## config.mk

```make
export PLATFORM = sky130hd
export DESIGN_NAME = axi_lite_slave_regs
export DESIGN_NICKNAME = d
export VERILOG_FILES = /design/src/rtl/axi_lite_slave_regs.sv
export SDC_FILE = /design/constraint.sdc
export NUM_CORES = 1
export LEC_CHECK = 0
export BUFFER_PORTS_ARGS = -buffer_cell sky130_fd_sc_hd__clkbuf_2
export CAP_MARGIN = 0
export CORE_ASPECT_RATIO = 0.75
export CORE_MARGIN = 2
export CORE_UTILIZATION = 47
export CTS_CLUSTER_SIZE = 24
export DETAILED_ROUTE_END_ITERATION = 12
export PLACE_DENSITY_LB_ADDON = 0.12
export SYNTH_ARGS = -nofsm -noshare
export SYNTH_HDL_FRONTEND = slang
export SYNTH_SLANG_ARGS = --single-unit
```

## constraint.sdc

```tcl
create_clock -name CLK -period 2.5 [get_ports CLK]
set_clock_uncertainty 0.1 [all_clocks]
set_input_delay 0.25 -clock CLK [delete_from_list [all_inputs] [get_ports CLK]]
set_output_delay 0.25 -clock CLK [all_outputs]
set_load 0.1 [all_outputs]
```

## src/rtl/axi_lite_slave_regs.sv

```systemverilog
`default_nettype none
// ============================================================================
// axi_lite_slave_regs : AXI4-Lite slave with NREG-1 R/W words + one status word
// Revision 1.0 - initial release
// ============================================================================
module axi_lite_slave_regs #(
  parameter int AW   = 32,
  parameter int DW   = 32,
  parameter int NREG = 8
) (
  input  logic               CLK,
  input  logic               RESETn,
  input  logic               AWVALID,
  input  logic [AW-1:0]      AWADDR,
  output logic               AWREADY,
  input  logic               WVALID,
  input  logic [DW-1:0]      WDATA,
  output logic               WREADY,
  output logic               BVALID,
  output logic [1:0]         BRESP,
  input  logic               BREADY,
  input  logic               ARVALID,
  input  logic [AW-1:0]      ARADDR,
  output logic               ARREADY,
  output logic               RVALID,
  output logic [DW-1:0]      RDATA,
  output logic [1:0]         RRESP,
  input  logic               RREADY,
  output logic [NREG*DW-1:0] REG_OUT,
  input  logic [DW-1:0]      STATUS_IN
);

  localparam int              c_iw     = $clog2(NREG);
  localparam logic [c_iw-1:0] c_last   = c_iw'(NREG - 1);
  localparam logic [1:0]      c_okay   = 2'b00;
  localparam logic [1:0]      c_slverr = 2'b10;

  function automatic logic in_range(input logic [AW-1:0] a);
    return (a >> (2 + c_iw)) == '0;
  endfunction

  function automatic logic [c_iw-1:0] reg_index(input logic [AW-1:0] a);
    return a[2 +: c_iw];
  endfunction

  logic [DW-1:0]   r_regs [NREG-1];
  logic            r_aw_held;
  logic            r_w_held;
  logic [AW-1:0]   r_aw_addr;
  logic [DW-1:0]   r_w_data;

  logic            w_aw_hs;
  logic            w_w_hs;
  logic            w_commit;
  logic            w_wr_ok;
  logic [c_iw-1:0] w_wr_idx;
  logic            w_aw_held_nxt;
  logic            w_w_held_nxt;
  logic            w_bvalid_nxt;

  assign w_aw_hs  = AWVALID && AWREADY;
  assign w_w_hs   = WVALID && WREADY;
  // Commit happens the edge after both halves are held, so readies are already low.
  assign w_commit = r_aw_held && r_w_held;
  assign w_wr_idx = reg_index(r_aw_addr);
  assign w_wr_ok  = in_range(r_aw_addr) && (w_wr_idx != c_last);

  assign w_aw_held_nxt = (r_aw_held || w_aw_hs) && !w_commit;
  assign w_w_held_nxt  = (r_w_held || w_w_hs) && !w_commit;
  assign w_bvalid_nxt  = w_commit || (BVALID && !BREADY);

  always_ff @(posedge CLK or negedge RESETn) begin
    if (!RESETn) begin
      r_aw_held <= 1'b0;
      r_w_held  <= 1'b0;
      r_aw_addr <= '0;
      r_w_data  <= '0;
      AWREADY   <= 1'b0;
      WREADY    <= 1'b0;
      BVALID    <= 1'b0;
      BRESP     <= c_okay;
    end else begin
      r_aw_held <= w_aw_held_nxt;
      r_w_held  <= w_w_held_nxt;
      if (w_aw_hs) r_aw_addr <= AWADDR;
      if (w_w_hs)  r_w_data  <= WDATA;
      BVALID    <= w_bvalid_nxt;
      if (w_commit) BRESP <= w_wr_ok ? c_okay : c_slverr;
      AWREADY   <= !w_aw_held_nxt && !w_bvalid_nxt;
      WREADY    <= !w_w_held_nxt && !w_bvalid_nxt;
    end
  end

  always_ff @(posedge CLK or negedge RESETn) begin
    if (!RESETn) begin
      for (int i = 0; i < NREG - 1; i++) r_regs[i] <= '0;
    end else if (w_commit && w_wr_ok) begin
      for (int i = 0; i < NREG - 1; i++) begin
        if (w_wr_idx == c_iw'(i)) r_regs[i] <= r_w_data;
      end
    end
  end

  logic            w_ar_hs;
  logic            w_rvalid_nxt;
  logic [c_iw-1:0] w_rd_idx;
  logic [DW-1:0]   w_rd_data;
  logic [1:0]      w_rd_resp;

  assign w_ar_hs      = ARVALID && ARREADY;
  assign w_rvalid_nxt = w_ar_hs || (RVALID && !RREADY);
  assign w_rd_idx     = reg_index(ARADDR);

  // Reads see register contents before any write committing on the same edge.
  always_comb begin
    w_rd_data = '0;
    w_rd_resp = c_slverr;
    if (in_range(ARADDR)) begin
      w_rd_resp = c_okay;
      if (w_rd_idx == c_last) begin
        w_rd_data = STATUS_IN;
      end else begin
        for (int i = 0; i < NREG - 1; i++) begin
          if (w_rd_idx == c_iw'(i)) w_rd_data = r_regs[i];
        end
      end
    end
  end

  always_ff @(posedge CLK or negedge RESETn) begin
    if (!RESETn) begin
      ARREADY <= 1'b0;
      RVALID  <= 1'b0;
      RDATA   <= '0;
      RRESP   <= c_okay;
    end else begin
      RVALID  <= w_rvalid_nxt;
      ARREADY <= !w_rvalid_nxt;
      if (w_ar_hs) begin
        RDATA <= w_rd_data;
        RRESP <= w_rd_resp;
      end
    end
  end

  generate
    for (genvar gi = 0; gi < NREG - 1; gi++) begin : g_reg_out
      assign REG_OUT[gi*DW +: DW] = r_regs[gi];
    end
  endgenerate
  assign REG_OUT[NREG*DW-1 -: DW] = '0;

endmodule
`default_nettype wire

```

Word level (Yosys, flattened, before mapping)
Index checks and enable logic that the tools add are counted.
{ "totals": {"word_cells": 78, "output_inout_bits": 297, "in_bits": 135, "ff_bits": 331} }
{ "op_classes": {"mux": 11, "eq_ne": 14, "n_reduce_logical": 34} }
{ "ops": {"columns": ["op", "count"], "rows": [
  ["32-bit two-way mux", 9],
  ["32-bit zero test", 2],
  ["3-bit equality test (second input constant)", 7],
  ["2-bit AND reduction", 7],
  ["3-bit by 2-bit equality test with 1-bit output (second input constant)", 4],
  ["1-bit logical AND", 12],
  ["1-bit zero test", 7],
  ["3-bit by 1-bit equality test with 1-bit output (second input constant)", 2],
  ["3-bit zero test", 2],
  ["1-bit logical OR", 4],
  ["2-bit two-way mux", 2],
  ["3-bit inequality test (second input constant)", 1]
]} }

Depth between registers and ports, before layout
{ "depth": {"ltp_word": 10, "mapped_depth": 8, "ltp_nobuf": 5} }

Worst setup path after synthesis
Ideal clock, no wire load.
{ "synth_timing": {"kind": "register -> register", "start": "register r_aw_addr[25]", "end": "register r_regs, in the netlist REG_OUT[11]", "t_arrival_ns": 2.172, "stages_incl_launch_ff": 7, "slack_ns": 0.103, "t_required_ns": 2.274, "n_path_buf": 1, "setup_ns": 0.126, "period_less_slack_ns": 2.397, "cell_sequence": "dfrtp_1 -> or3_4 -> or3_1 -> or3_4 -> nor3_4 -> buf_6 -> mux2_2"} }
{ "synth_via": {"elab_chain_cells": 4} }
{ "synth_rtl": {"columns": ["item", "line", "rtl"], "rows": [
  ["from (decl)", "49", "logic [AW-1:0] r_aw_addr;"],
  ["from (signal assigned)", "76", "r_aw_addr <= '0;"],
  ["from (signal assigned)", "85", "if (w_aw_hs) r_aw_addr <= AWADDR;"],
  ["32-bit zero test", "39", "return (a >> (2 + c_iw)) == '0;"],
  ["1-bit logical AND", "66", "assign w_wr_ok = in_range(r_aw_addr) && (w_wr_idx != c_last);"],
  ["1-bit logical AND", "97", "end else if (w_commit && w_wr_ok) begin"],
  ["2-bit AND reduction (no line)", null, null],
  ["to (signal, indexed assignment)", "99", "if (w_wr_idx == c_iw'(i)) r_regs[i] <= r_w_data;"],
  ["to (decl)", "46", "logic [DW-1:0] r_regs [NREG-1];"]
]} }
No other way between the ends.
A chain may end at the register's enable or synchronous reset.

Worst setup path in the final report
{ "layout_timing": {"start": "register r_aw_addr[11]", "end": "register r_regs, in the netlist REG_OUT[35]"} }
Same word-level chain as after synthesis.

==> impl_metrics.env <==
export IMPL_critPathBufInv=4
export IMPL_wl_per_cell_um=24.86
export IMPL_drc_errors=0
export IMPL_placed_cell_area_sq_mm=0.01754
export IMPL_min_path_cells=4
export IMPL_synth_edff_count=0
export IMPL_hp_start="ARVALID"
export IMPL_path_depth=9
export IMPL_hold_slack_ns=0.04798
export IMPL_setup_tns_ns=-27.10
export IMPL_synthTopCellsByArea="dfrtp_1 (55%), mux2_2 (22%), buf_4 (2.5%), a21oi_1 (2.2%), a32o_1 (1.8%)"
export IMPL_area_growth_pct=39.02
export IMPL_cts_tree="done"
export IMPL_core_sq_mm=0.03111
export IMPL_p_leak_nw=10.14
export IMPL_gp_congestion=0.8183
export IMPL_switching_share=0.3048
export IMPL_arrival_ns=3.00
export IMPL_grt_max_degree=76
export IMPL_vias_per_cell=5.647
export IMPL_cts_buffer_depth=3
export IMPL_p_switching_mw=4.377
export IMPL_cap_violations=0
export IMPL_dp_slack_ns=-0.1484
export IMPL_combPwrFrac=0.160
export IMPL_nets=1785
export IMPL_antenna_found_initial=1
export IMPL_slew_headroom=0.2398
export IMPL_layout_drive_gt1_share=0.5045
export IMPL_worst_pin_slew_ns=1.136
export IMPL_clockRootBuffer="clkbuf_16"
export IMPL_dp_final_hpwl_mm=32.71
export IMPL_power_frac_seq=0.470
export IMPL_required_ns=2.82
export IMPL_postRouteAntennaNets=0
export IMPL_rsz0062_at_grt="yes"
export IMPL_fin_crit_ns=2.686
export IMPL_synth_most_common_cell="dfrtp_1"
export IMPL_drv_slew=0
export IMPL_ys_seq_area_frac=0.5530
export IMPL_worstSetupPathType="reg2reg"
export IMPL_total_power_mw=14.36
export IMPL_htree_levels=2
export IMPL_critPathLaunchType="flop"
export IMPL_path_delay_family="simple AND/OR/NAND/NOR gates"
export IMPL_violations="negative setup slack"
export IMPL_initial_core_util=0.4757
export IMPL_ys_seq_elements=327
export IMPL_endpoint_kind="flop"
export IMPL_grt_pass1_wl_mm=74.48
export IMPL_path_cells="nor4_2 -> buf_4 -> nand4_1 -> buf_4 -> or3_4 -> buf_12 -> nor2_4 -> buf_12 -> mux2_2"
export IMPL_drt_pass1_iter_count=5
export IMPL_clock_sinks=327
export IMPL_slowest_delay_ns=0.41
export IMPL_yosysTopAreaCell="dfrtp_1"
export IMPL_crit_start="r_aw_addr[11]"
export IMPL_syn_cell_area_sq_mm=0.01480
export IMPL_grt_pass1_vias=11770
export IMPL_status="finished with violations"
export IMPL_clk_latency_ns=0.53
export IMPL_power_density_mw_per_mm2=698.2
export IMPL_final_cell_area_sq_mm=0.02057
export IMPL_fmax_ghz=0.3723
export IMPL_hold_path_class="in2reg"
export IMPL_r2r_cells=9
export IMPL_cp_max_fo=17
export IMPL_synth_commonest_cells="dfrtp_1 (327), mux2_2 (285), nand2_1 (66), a21oi_1 (64), buf_4 (49)"
export IMPL_power_frac_clock=0.371
export IMPL_ys_flop_type="dfrtp_1"
export IMPL_finalSetupViolCount=216
export IMPL_rows=56
export IMPL_die_area_sq_mm=0.03294
export IMPL_drt_wl_total_mm=51.70
export IMPL_worst_slack_ns=-0.1861
export IMPL_ir_worst_vdd_uv=491.8
export IMPL_postSynthAreaPerCell_sq_um=13.00
export IMPL_ys_warn_count=0
export IMPL_intPower_mw=9.986
export IMPL_portBuffers=393
export IMPL_slowest_stage="or3_4"
export IMPL_postSynthCellCount=1138
export IMPL_yosysTopAreaCellShare=0.5530
export IMPL_first_iter_violations=999
export IMPL_clk_pin_slew_worst_paths_ns=0.06
export IMPL_grt_ovfl_total=0
export IMPL_timing_final_crit_share=1.074
export IMPL_numCtsBuffers=35
export IMPL_pin_count=432
export IMPL_dr_total_vias=11750
export IMPL_finalHoldViolCount=0
export IMPL_die_width_um=208.9
export IMPL_r2r_start="r_aw_addr[11]"
export IMPL_synthArstFlopShare=1.000
export IMPL_gr_usage_all_layers=0.3018
export IMPL_die_h_um=157.7
export IMPL_fillerInstances=2373
export IMPL_synth_cell_types=38
final cells by class:
| cell class | instances | area (sq um) | area share |
|---|---|---|---|
| timing repair buffer | 554 | 3886 | 0.1889 |
| tap | 406 | 508.0 | 0.02469 |
| sequential | 327 | 8183 | 0.3978 |
| antenna | 1 | 2.502 | 0.0001216 |
| multi-input combinational | 727 | 6815 | 0.3313 |
| clock inverter | 10 | 103.9 | 0.005048 |
| inverter | 5 | 18.77 | 0.0009123 |
| clock buffer | 50 | 1055 | 0.05127 |
path summary, 6_finish.rpt:
| kind | endpoint | slack, ns |
|---|---|---|
| max in group asynchronous | RDATA[7] | 1.30 |
| worst max-delay path | REG_OUT[35] | -0.19 |
| worst max register to register | REG_OUT[35] | -0.19 |
| min in group asynchronous | REG_OUT[106] | 0.11 |
| worst min register to register | RDATA[2] | 0.39 |
| worst min-delay path | RRESP[1] | 0.05 |
stage by stage:
step	util	instances
2_1_floorplan	-	1171
3_3_place_gp	0.5638	1918
3_5_place_dp	0.5638	1918
4_1_cts	0.6434	2074
5_1_grt	0.6613	2080
6_report	0.6613	2080
cells in the final DEF (no fill, tap or decap), types with 15 or more instances in the layout:
cell type	n
o22ai_1	18
clkbuf_2	390
conb_1	34
nor2_1	15
mux2i_1	17
clkbuf_16	42
buf_4	42
dfrtp_1	327
mux2_4	186
mux2_2	113
o21ai_0	26
a21o_1	18
dlygate4sd3_1	83
a21oi_1	64
nand2_1	64
buf_12	26
a32o_1	27
o221ai_1	27
o211ai_1	17
a22o_1	27
power by group through the flow:
stage / logic (mW) / registers (mW) / clock network (mW)
floorplan: 1.25 / 6.68 / 0
global placement: 2.06 / 6.68 / 0
detailed placement: 2.09 / 6.71 / 0
CTS: 2.25 / 6.65 / 5.39
global route: 2.44 / 6.84 / 5.60
finish: 2.29 / 6.75 / 5.32
metal layers:
| metal | share of wire | vias to the layer above | GRT usage |
|---|---|---|---|
| li1 | - | 5178 | - |
| met1 | 0.45 | 6012 | 0.4275 |
| met2 | 0.45 | 462 | 0.4697 |
| met3 | 0.069 | 94 | 0.06546 |
| met4 | 0.028 | 0 | 0.08741 |
| met5 | 0 | - | 0 |
worst reg2reg max path, stage by stage (launching register included):
cell     delay (ns)
dfrtp_1        0.40
nor4_2         0.31
buf_4          0.16
nand4_1        0.11
buf_4          0.16
or3_4          0.41
buf_12         0.16
nor2_4         0.17
buf_12         0.22
mux2_2         0.39
flip-flops by register name (all words and copies together), names as in the netlist:
name / cells
BRESP: 1
REG_OUT: 224
r_w_data: 32
AWREADY: 1
r_aw_addr: 30
r_w_held: 1
RVALID: 1
RRESP: 1
ARREADY: 1
r_aw_held: 1
RDATA: 32
WREADY: 1
BVALID: 1
timing repair:
item / CTS / global route
cloned: 4 / 6
hold buffers: 83 / 0
setup buffers: 9 / 2
gates resized for setup: 79 / 124
hold endpoints to repair: 287 / 0
pin swaps: 5 / 3
endpoints found under the setup margin: 209 / 224
kinds of logic (layout without fill, tap and decap cells):
logic type | Yosys count | count (layout) | synth area share
AOI/OAI and AO/OA | 236 | 236 | 0.1121
buffers and inverters | 117 | 619 | 0.04515
muxes | 321 | 321 | 0.2428
other | 1 | 35 | 0.0002534
DFF | 327 | 327 | 0.5530
and+or+nand+nor | 136 | 136 | 0.04667
(Power assumes the default switching activity.)
